File: src/rtl/pll_ctrl_pkg.sv
`default_nettype none
// ============================================================================
// Module      : pll_ctrl_pkg
// Description : Shared widths, default thresholds and the controller state
//               type for the PLL gain scheduler slice.
// Revision    : 1.0 - initial release
// ============================================================================
package pll_ctrl_pkg;

    localparam int GAIN_W = 3;     // loop gain width
    localparam int STEP_W = 8;     // oscillator frequency step width
    localparam int EDGE_W = 8;     // per-window edge counter width

    localparam int DEF_WIN_LOG2       = 8;
    localparam int DEF_FREQ_INIT      = 16;
    localparam int DEF_EDGE_TOL       = 1;
    localparam int DEF_ERR_LOCK_THR   = 32;
    localparam int DEF_ERR_UNLOCK_THR = 96;
    localparam int DEF_GAIN_FINAL     = 4;
    localparam int DEF_LOCK_COUNT     = 4;

    typedef enum logic [2:0] {
        ST_IDLE    = 3'd0,
        ST_FSEARCH = 3'd1,
        ST_ACQUIRE = 3'd2,
        ST_VERIFY  = 3'd3,
        ST_LOCKED  = 3'd4
    } state_t;

endpackage
`default_nettype wire

File: src/rtl/pll_gain_scheduler_edge_counter.sv
`default_nettype none
// ============================================================================
// Module      : pll_edge_counter
// Description : Optional 2-flop synchroniser, rising-edge detector and a
//               saturating per-window edge counter.
// Ports       : clk, rst_n   - clock, async active-low reset
//               clear        - hold counter at zero (controller idle)
//               terminal     - last cycle of the measurement window
//               sig          - monitored clock-like input
//               count        - edges seen so far in the current window
// Revision    : 1.0 - initial release
// ============================================================================
module pll_edge_counter #(
    parameter bit SYNC  = 1'b0,
    parameter int CNT_W = 8
) (
    input  logic             clk,
    input  logic             rst_n,
    input  logic             clear,
    input  logic             terminal,
    input  logic             sig,
    output logic [CNT_W-1:0] count
);

    logic sampled;
    logic prev;
    logic rise;

    generate
        if (SYNC) begin : g_sync
            logic meta;
            logic stable;
            always_ff @(posedge clk or negedge rst_n) begin
                if (!rst_n) begin
                    meta   <= 1'b0;
                    stable <= 1'b0;
                end else begin
                    meta   <= sig;
                    stable <= meta;
                end
            end
            assign sampled = stable;
        end else begin : g_direct
            assign sampled = sig;
        end
    endgenerate

    always_ff @(posedge clk or negedge rst_n) begin
        if (!rst_n) prev <= 1'b0;
        else        prev <= sampled;
    end

    assign rise = sampled & ~prev;

    // On the terminal cycle the controller consumes the old count; the
    // terminal cycle's own edge seeds the next window so nothing is lost.
    always_ff @(posedge clk or negedge rst_n) begin
        if (!rst_n) begin
            count <= '0;
        end else if (clear) begin
            count <= '0;
        end else if (terminal) begin
            count <= {{(CNT_W-1){1'b0}}, rise};
        end else if (rise && !(&count)) begin
            count <= count + 1'b1;
        end
    end

endmodule
`default_nettype wire

File: src/rtl/pll_gain_scheduler.sv
`default_nettype none
// ============================================================================
// Module      : pll_gain_scheduler
// Description : Window-based PLL controller: coarse frequency search on
//               ref/rec edge counts, loop-gain ramp on phase-error duty and
//               lock detection with hysteresis.
// Ports       : i_sys_clk, i_rst_n     - clock, async active-low reset
//               i_en                   - enable automatic control
//               i_ref_clk              - async reference clock
//               i_rec_clk              - recovered clock (sys domain)
//               i_phase_error          - phase detector flag
//               i_manual, i_man_gain, i_man_step - manual override
//               o_loop_gain, o_freq_step, o_locked, o_state - outputs
// Revision    : 1.0 - initial release
// ============================================================================
module pll_gain_scheduler
    import pll_ctrl_pkg::*;
#(
    parameter int WIN_LOG2       = DEF_WIN_LOG2,
    parameter int FREQ_INIT      = DEF_FREQ_INIT,
    parameter int EDGE_TOL       = DEF_EDGE_TOL,
    parameter int ERR_LOCK_THR   = DEF_ERR_LOCK_THR,
    parameter int ERR_UNLOCK_THR = DEF_ERR_UNLOCK_THR,
    parameter int GAIN_FINAL     = DEF_GAIN_FINAL,
    parameter int LOCK_COUNT     = DEF_LOCK_COUNT
) (
    input  logic              i_sys_clk,
    input  logic              i_rst_n,
    input  logic              i_en,
    input  logic              i_ref_clk,
    input  logic              i_rec_clk,
    input  logic              i_phase_error,
    input  logic              i_manual,
    input  logic [GAIN_W-1:0] i_man_gain,
    input  logic [STEP_W-1:0] i_man_step,
    output logic [GAIN_W-1:0] o_loop_gain,
    output logic [STEP_W-1:0] o_freq_step,
    output logic              o_locked,
    output logic [2:0]        o_state
);

    localparam int                ERR_W       = WIN_LOG2 + 1;
    localparam logic [9:0]        TOL         = 10'(EDGE_TOL);
    localparam logic [ERR_W-1:0]  LOCK_THR    = ERR_W'(ERR_LOCK_THR);
    localparam logic [ERR_W-1:0]  UNLOCK_THR  = ERR_W'(ERR_UNLOCK_THR);
    localparam logic [GAIN_W-1:0] GAIN_TOP    = GAIN_W'(GAIN_FINAL);
    localparam logic [STEP_W-1:0] STEP_INIT   = STEP_W'(FREQ_INIT);
    localparam logic [STEP_W-1:0] STEP_MIN    = STEP_W'(1);
    localparam logic [7:0]        GOOD_TARGET = 8'(LOCK_COUNT);

    state_t              state;
    logic [WIN_LOG2-1:0] win;
    logic [ERR_W-1:0]    err_cnt;
    logic [EDGE_W-1:0]   ref_edges;
    logic [EDGE_W-1:0]   rec_edges;
    logic [7:0]          good_cnt;
    logic [GAIN_W-1:0]   gain;
    logic [STEP_W-1:0]   step;
    logic                locked;

    logic idle;
    logic terminal;
    logic step_up;
    logic step_down;
    logic mismatch;

    assign idle     = (state == ST_IDLE);
    assign terminal = !idle && (&win);

    // Widened compares so the tolerance addition cannot wrap.
    assign step_up   = ({2'b00, rec_edges} + TOL) < {2'b00, ref_edges};
    assign step_down = {2'b00, rec_edges} > ({2'b00, ref_edges} + TOL);
    assign mismatch  = step_up | step_down;

    always_ff @(posedge i_sys_clk or negedge i_rst_n) begin
        if (!i_rst_n)  win <= '0;
        else if (idle) win <= '0;
        else           win <= win + 1'b1;
    end

    always_ff @(posedge i_sys_clk or negedge i_rst_n) begin
        if (!i_rst_n) begin
            err_cnt <= '0;
        end else if (idle) begin
            err_cnt <= '0;
        end else if (terminal) begin
            err_cnt <= {{(ERR_W-1){1'b0}}, i_phase_error};
        end else if (i_phase_error && !(&err_cnt)) begin
            err_cnt <= err_cnt + 1'b1;
        end
    end

    pll_edge_counter #(
        .SYNC  (1'b1),
        .CNT_W (EDGE_W)
    ) u_ref_cnt (
        .clk      (i_sys_clk),
        .rst_n    (i_rst_n),
        .clear    (idle),
        .terminal (terminal),
        .sig      (i_ref_clk),
        .count    (ref_edges)
    );

    pll_edge_counter #(
        .SYNC  (1'b0),
        .CNT_W (EDGE_W)
    ) u_rec_cnt (
        .clk      (i_sys_clk),
        .rst_n    (i_rst_n),
        .clear    (idle),
        .terminal (terminal),
        .sig      (i_rec_clk),
        .count    (rec_edges)
    );

    always_ff @(posedge i_sys_clk or negedge i_rst_n) begin
        if (!i_rst_n) begin
            state    <= ST_IDLE;
            gain     <= '0;
            step     <= STEP_INIT;
            locked   <= 1'b0;
            good_cnt <= '0;
        end else if (i_manual) begin
            state    <= ST_IDLE;
            locked   <= 1'b0;
            gain     <= i_man_gain;
            step     <= i_man_step;
        end else if (!i_en) begin
            state    <= ST_IDLE;
            locked   <= 1'b0;
        end else begin
            case (state)
                ST_IDLE: begin
                    state <= ST_FSEARCH;
                    step  <= STEP_INIT;
                    gain  <= '0;
                end
                ST_FSEARCH: if (terminal) begin
                    if (step_up) begin
                        if (step != '1) step <= step + 1'b1;
                    end else if (step_down) begin
                        if (step > STEP_MIN) step <= step - 1'b1;
                    end else begin
                        state <= ST_ACQUIRE;
                        gain  <= '0;
                    end
                end
                ST_ACQUIRE: if (terminal) begin
                    if (mismatch) begin
                        state <= ST_FSEARCH;
                    end else if (err_cnt <= LOCK_THR) begin
                        if (gain < GAIN_TOP) begin
                            gain <= gain + 1'b1;
                        end else begin
                            state    <= ST_VERIFY;
                            good_cnt <= 8'd1;
                        end
                    end
                end
                ST_VERIFY: if (terminal) begin
                    if (mismatch) begin
                        state <= ST_FSEARCH;
                    end else if (err_cnt > LOCK_THR) begin
                        state <= ST_ACQUIRE;
                        gain  <= '0;
                    end else begin
                        good_cnt <= good_cnt + 8'd1;
                        if ((good_cnt + 8'd1) >= GOOD_TARGET) begin
                            state  <= ST_LOCKED;
                            locked <= 1'b1;
                        end
                    end
                end
                ST_LOCKED: if (terminal) begin
                    // Errors between the lock and unlock thresholds keep lock.
                    if (mismatch) begin
                        state  <= ST_FSEARCH;
                        locked <= 1'b0;
                        gain   <= '0;
                    end else if (err_cnt > UNLOCK_THR) begin
                        state  <= ST_ACQUIRE;
                        locked <= 1'b0;
                        gain   <= '0;
                    end
                end
                default: begin
                    state  <= ST_IDLE;
                    locked <= 1'b0;
                end
            endcase
        end
    end

    assign o_loop_gain = gain;
    assign o_freq_step = step;
    assign o_locked    = locked;
    assign o_state     = state;

endmodule
`default_nettype wire

File: config.mk
export PLATFORM = sky130hd
export DESIGN_NAME = pll_gain_scheduler
export DESIGN_NICKNAME = d
export VERILOG_FILES = /design/src/rtl/pll_ctrl_pkg.sv /design/src/rtl/pll_gain_scheduler_edge_counter.sv /design/src/rtl/pll_gain_scheduler.sv
export SDC_FILE = /design/constraint.sdc
export NUM_CORES = 1
export LEC_CHECK = 0
export BUFFER_PORTS_ARGS = -buffer_cell sky130_fd_sc_hd__buf_2
export CAP_MARGIN = 25
export CORE_MARGIN = 2
export CORE_UTILIZATION = 60
export DETAILED_ROUTE_END_ITERATION = 8
export HOLD_SLACK_MARGIN = 0.12
export MAX_ROUTING_LAYER = met4
export PLACE_DENSITY = 0.88
export SYNTH_ARGS = -nofsm -noshare
export SYNTH_HDL_FRONTEND = slang
export SYNTH_SLANG_ARGS = --single-unit
export TNS_END_PERCENT = 1
File: constraint.sdc
create_clock -name i_sys_clk -period 4.6 [get_ports i_sys_clk]
set_input_delay 0.92 -clock i_sys_clk [delete_from_list [all_inputs] [get_ports i_sys_clk]]
set_output_delay 0.92 -clock i_sys_clk [all_outputs]
set_load 0.02 [all_outputs]
==> results of run 1 <==
==> layout make-up <==
cell class                 count  area share [%]
clock buffer                  13            3.65
clock inverter                 2           0.230
tap                           77            2.21
inverter                      24            2.07
multi-input combinational    355            53.3
timing repair buffer          34            4.02
sequential                    60            34.5
==> metrics by stage <==
stage	setup WS (ns)	instances	power, uW	utilization, %	hold WS [ns]
floorplan	1.33	460	905	-	0.331
global placement	1.03	550	985	65.2	0.336
detailed placement	0.891	550	1000	65.2	0.343
CTS	0.870	565	1420	67.8	0.357
global route	0.414	565	1500	67.8	0.362
finish	0.820	565	1410	67.8	0.352
==> logic make-up (layout without fill, tap and decap cells) <==
logic type,after synthesis,in the layout,synth area share [%]
simple gates,178,178,22.8
mux,5,5,1.28
buf+inv,45,73,4.65
fa+ha+maj,28,28,8.73
compound gates,113,113,18.3
flops,60,60,37.4
xor+xnor,31,31,6.77
==> cells in the final DEF (no fill, tap or decap), types with 21 or more instances in the layout <==
cell	Yosys	routed
a21oi_1	26	26
inv_1	22	22
nor2_1	50	50
buf_2	2	32
nand3_1	21	21
ha_1	28	28
nand2_1	27	27
o21ai_1	24	24
dfrtp_1	59	59
==> registers in the layout, indices dropped and copies added (netlist names), 3 cells and up <==
name             count
err_cnt              9
good_cnt             8
o_freq_step          8
u_rec_cnt.count      8
u_ref_cnt.count      8
win                  8
o_loop_gain          3
o_state              3
==> Yosys cell counts, types with 3 or more instances <==
cell type / n
nand2_1: 27
nand3_1: 21
mux2i_1: 4
o31ai_1: 5
o21ai_0: 11
ha_1: 28
a22oi_1: 5
dfrtp_1: 59
and3_1: 13
o21ai_1: 24
a31oi_1: 4
o22ai_1: 7
nor3_1: 18
or3_1: 9
a21oi_1: 26
nor2_1: 50
inv_1: 22
clkbuf_1: 17
nor2b_1: 8
nand2b_1: 10
nand4_1: 8
xor2_1: 13
a211oi_1: 5
or4_1: 3
xnor2_1: 18
==> power by group through the flow <==
stage                     clock (uW)  combinational [uW]  sequential (uW)
after global placement             0                 357              628
after detailed placement           0                 371              632
after floorplan                    0                 270              635
after CTS                        423                 375              623
final                            411                 378              625
after global routing             442                 424              632
==> routing by layer <==
metal	part of all wire (%)	global-route usage, %	up-vias
met5	0	-	-
met4	1.1	6.49	0
met3	5.8	7.12	9
met2	51	44.6	86
met1	42	32.6	1679
li1	-	-	1699
==> worst min-delay path by stage <==
| stage | slack (ns) | to |
|---|---|---|
| floorplan | 0.33 | u_ref_cnt.g_sync.stable |
| global placement | 0.34 | u_ref_cnt.g_sync.stable |
| detailed placement | 0.34 | u_ref_cnt.g_sync.stable |
| CTS | 0.36 | u_ref_cnt.g_sync.stable |
| global route | 0.36 | u_ref_cnt.g_sync.stable |
| finish | 0.35 | u_ref_cnt.g_sync.stable |
==> critical path: cells and delay by family, from the launching register on <==
kind / cells / cell delay, ns
and+or+nand+nor: 2 / 0.36
AOI/OAI and AO/OA: 9 / 2.16
xor gates and xnor gates: 1 / 0.15
adders and majority gates: 2 / 0.55
DFF: 1 / 0.43
==> metrics.txt, run 1 <==
Net Count, Synth 506; Core Region 0.00642 sq mm; top post-synthesis cells by area dfrtp_1 (37%), ha_1 (8.7%), nor2_1 (4.7%), xnor2_1 (3.9%), a21oi_1 (3.2%); share of the synthesized area in the top cell type a little under two fifths; fin. max-slew vios 0; drt total wl 8.82 mm; DRC Markers 2; hold buffers post-CTS 0; clk slew on worst S/H paths 0.06 ns; Syn. warnings 0; slowest stage delay, CP 0.49 ns; routed vias/inst 6.15; clk sinks 60; Die Footprint 0.00736 sq mm; Final ANT Viol Nets 0; period utilization 82.2%; Syn Std Cell Area ~0.0040 sq mm; reg2reg setup slack between 0.8 and 0.9 ns; R2R cell count 14; number of flops mapped to enable cells by yosys 0; Max-Cap Viols 0; Clock Power Share 29.1%; first-pass GRT wire length between 15 and 20 mm; Post-synth top flop dfrtp_1; top cell type by total area after synthesis dfrtp_1; Starting Density 62.5%; CP Capture Point o_freq_step[1]; Syn Area/Cell 8.72 sq um; total grt overflow 0; register area around 0.0015 sq mm; combinational power share between 20% and 30%; asr flop ratio synth 100%; Longest Clk Path Bufs 2; Worst path slowest cell o32a_1; failing checks design-rule violations; vias in the first global route 3365; critical setup path kind reg -> reg; Req. time, crit path 4.80 ns; Seq/Total Area, Yosys 37.4%; Sw Ratio 34.6%; Lkg Pwr 0.00190 uW; r2r endpoint o_freq_step[1]; Hold WC Path Type reg -> reg; Clock Skew 0.00898 ns; crit path from u_rec_cnt.count[0]; H-tree depth 3; # IOs 33; hpwl dp 6.36 mm; Power Density roughly 320 mW/mm^2; 1st-pass router iterations 7; status finished, violations left; Synth-to-Final Area Change 8.58%; Final min period roughly 3.8 ns; setup TNS 0 ns; internal power 924 uW; VDD IR max 0.264 mV; Net Sw Power just under 500 uW; die height 85.8 um; RR Startpoint u_rec_cnt.count[0]; Layout Nets 530; Num CTS Buffers 9; Hold Fails Final Rpt 0; Startpoint Class register; Hold Crit Depth 0; GRT Resource Usage Total 26.8%; number of diodes 0; fmax 265 MHz; row count 29; Seq cells post-synth 60; via count 3473; post-route cell area 0.00436 sq mm; largest net degree at the start of global routing 61; DR WL/cell 15.6 um; drt first-iter violations 217; share of post-route cells with drive strength above 1 12.3%; Clock Tree Root clkbuf_8; post-CTS sizing 0; placed standard-cell area 0.00419 sq mm; worst path cell trace ha_1, and3_1, nand3_1, xnor2_1, ha_1, o21a_1, o21ai_0, a31oi_2, o32a_1, a41o_1, o31ai_2, a31oi_2, a221oi_1, a21oi_1; CP max FO 16; Setup Viol. Count Final 0; hold wc startpoint u_ref_cnt.g_sync.meta; Worst Tran Pin Value 0.928 ns; post-synthesis cell count 460; Synth cell types 60; clock latency on the worst-skew pair 0.34 ns; crit path DAT ~4.0 ns; Rel. slew slack 38.0%; IO Port Bufs 32; Die Width around 86 um; postcts setup bufs 0; Seq pwr share 44.2%; fill count 497; Routability Congestion 0.922; Multi-input gate area 0.00232 sq mm; CTS tree built; RSZ-0062 raised after global routing false; antenna violations before repair 0; Setup crit end kind register
Note: power is estimated with default switching activity, not from simulation.
==> run 2, diff against run 1 <==
==> constraint.sdc (replaced) <==
create_clock -name i_sys_clk -period 3.6 [get_ports i_sys_clk]
set_input_delay 0.72 -clock i_sys_clk [delete_from_list [all_inputs] [get_ports i_sys_clk]]
set_output_delay 0.72 -clock i_sys_clk [all_outputs]
set_load 0.02 [all_outputs]
==> run 2 against run 1 <==
Against the previous run:
- the flow now finishes without violations
- die area did not move
- non-clock buffer count increased by 11
- clock-buffer cell count shrank 2
- clock skew hardly changed
- setup slack worse by 0.68 ns
- sequential share of layout area decreased by 1.5 points
- flip-flop and latch count did not move
- register-to-register slack worse by 0.68 ns
- critical endpoint is now o_freq_step[0]
- largest power group unchanged
==> metrics.txt, run 2 (synthesis gave the netlist of run 1 again) <==
Final ANT Viol Nets 0; Rel. slew slack 48.5%; 1st-pass router iterations 7; Core Region 0.00642 sq mm; Startpoint Class register; crit path from u_rec_cnt.count[0]; Clock Skew 0.00880 ns; post-route setup slack about 0.14 ns; total grt overflow 0; Power Density 444 mW/mm^2; r2r endpoint o_freq_step[0]; Hold Fails Final Rpt 0; via count around 3600; clock latency on the worst-skew pair approximately 0.35 ns; reg2reg setup slack 0.14 ns; commonest non-fill, non-tap cell in the layout dfrtp_1; Die Footprint 0.00736 sq mm; row count 29; Hold WC Path Type in -> async; first-pass GRT wire length 15.6 mm; clk sinks 60; hpwl dp 6.43 mm; share of post-route cells with drive strength above 1 17.2%; Die Width 85.8 um; Setup Viol. Count Final 0; crit path DAT between 3 and 4 ns; Max-Cap Viols 0; fill count 445; Num CTS Buffers 9; Layout Nets roughly 540; CP max FO 16; Lkg Pwr 0.00199 uW; Top reg by flops err_cnt; hold buffers post-CTS 0; routed vias/inst 6.26; DRC Markers 0; Routability Congestion 0.922; worst slack, placed approximately 0.15 ns; vias in the first global route 3415; number of diodes 0; # IOs 33; most frequent cells in the layout dfrtp_1 (59), nor2_1 (47), buf_2 (32); status complete, no violations; fin. max-slew vios 0; critical setup path kind reg -> reg; Worst Tran Pin Value 0.753 ns; drt total wl 9.40 mm; R2R cell count 15; Setup crit end kind register; antenna violations before repair 0; Final min period about 3.5 ns; Longest Clk Path Bufs 2; clk slew on worst S/H paths 0.07 ns; Largest register FFs 9; CP Capture Point o_freq_step[0]; Starting Density 62.5%; Tot Pwr 2020 uW; DR WL/cell 16.3 um; RR Startpoint u_rec_cnt.count[0]; GRT Resource Usage Total 27.3%; CTS tree built; Req. time, crit path 3.82 ns; drt first-iter violations 253; fmax around 290 MHz; die height approximately 86 um; Clock Tree Root clkbuf_8; IO Port Bufs 32; period utilization 96.1%; VDD IR max around 0.44 mV; Synth-to-Final Area Change 13.5%; largest net degree at the start of global routing 44; H-tree depth 3
## run 2: cell count changes in the layout (fill, tap and decap cells not counted), sizes merged
cell / change
bufinv: +2
clkbuf: -2
buf: +11
clkinv: +1
## run 2: per-layer routing
layer	routed length (um)	part of all wire, %	GRT usage, %	vias to the layer above
li1	-	-	-	1730
met1	4040	43	33.6	1737
met2	4730	50	44.9	119
met3	421	4.5	6.83	28
met4	199	2.1	7.94	0
met5	0	0	-	-
## run 2: worst min-delay path by stage
stage / startpoint / end / slack (ns)
final: i_rst_n / o_locked / 0.29
after global routing: i_rst_n / o_locked / 0.31
after CTS: i_rst_n / o_locked / 0.30
after detailed placement: u_ref_cnt.g_sync.meta / u_ref_cnt.g_sync.stable / 0.35
after global placement: u_ref_cnt.g_sync.meta / u_ref_cnt.g_sync.stable / 0.35
after floorplan: u_ref_cnt.g_sync.meta / u_ref_cnt.g_sync.stable / 0.33
## run 2: cell type report
cell class	instances	area [sq um]	share of cell area, %
multi-input combinational	355	2390	52.5
sequential	60	1500	33.0
timing repair buffer	45	258	5.66
tap	77	96.3	2.12
inverter	24	90.1	1.98
clock buffer	11	141	3.11
clock inverter	5	75.1	1.65
## run 2: report_power, final
group / switching, uW / internal (uW)
clock network: 269 / 405
logic: 335 / 211
registers: 78.0 / 723
total: 682 / 1340
## run 2: critical path: stages, from the launching register on
cell	delay, ns
dfrtp_1	0.39
buf_4	0.16
nand3_1	0.17
nor2_2	0.19
xor2_1	0.16
ha_1	0.25
o21a_1	0.21
o21ai_1	0.15
a31oi_2	0.07
o32a_1	0.43
a41o_1	0.23
o31ai_2	0.26
a31oi_2	0.11
buf_4	0.20
a221oi_1	0.25
a21oi_1	0.08
## run 2: what timing repair did
action | in CTS | in global routing
setup buffers | 0 | 2
endpoints found under the setup margin | 0 | 21
resized for setup | 0 | 15
## run 2: stage by stage
step	area (sq um)	setup TNS, ns	hold slack (ns)	util, %	cells
after global routing	4550	-0.0243	0.314	70.9	577
after detailed placement	4260	0	0.349	66.3	559
after floorplan	4010	0	0.331	-	460
after CTS	4470	0	0.296	69.6	575
final	4550	0	0.289	70.9	577
after global placement	4260	0	0.347	66.3	559
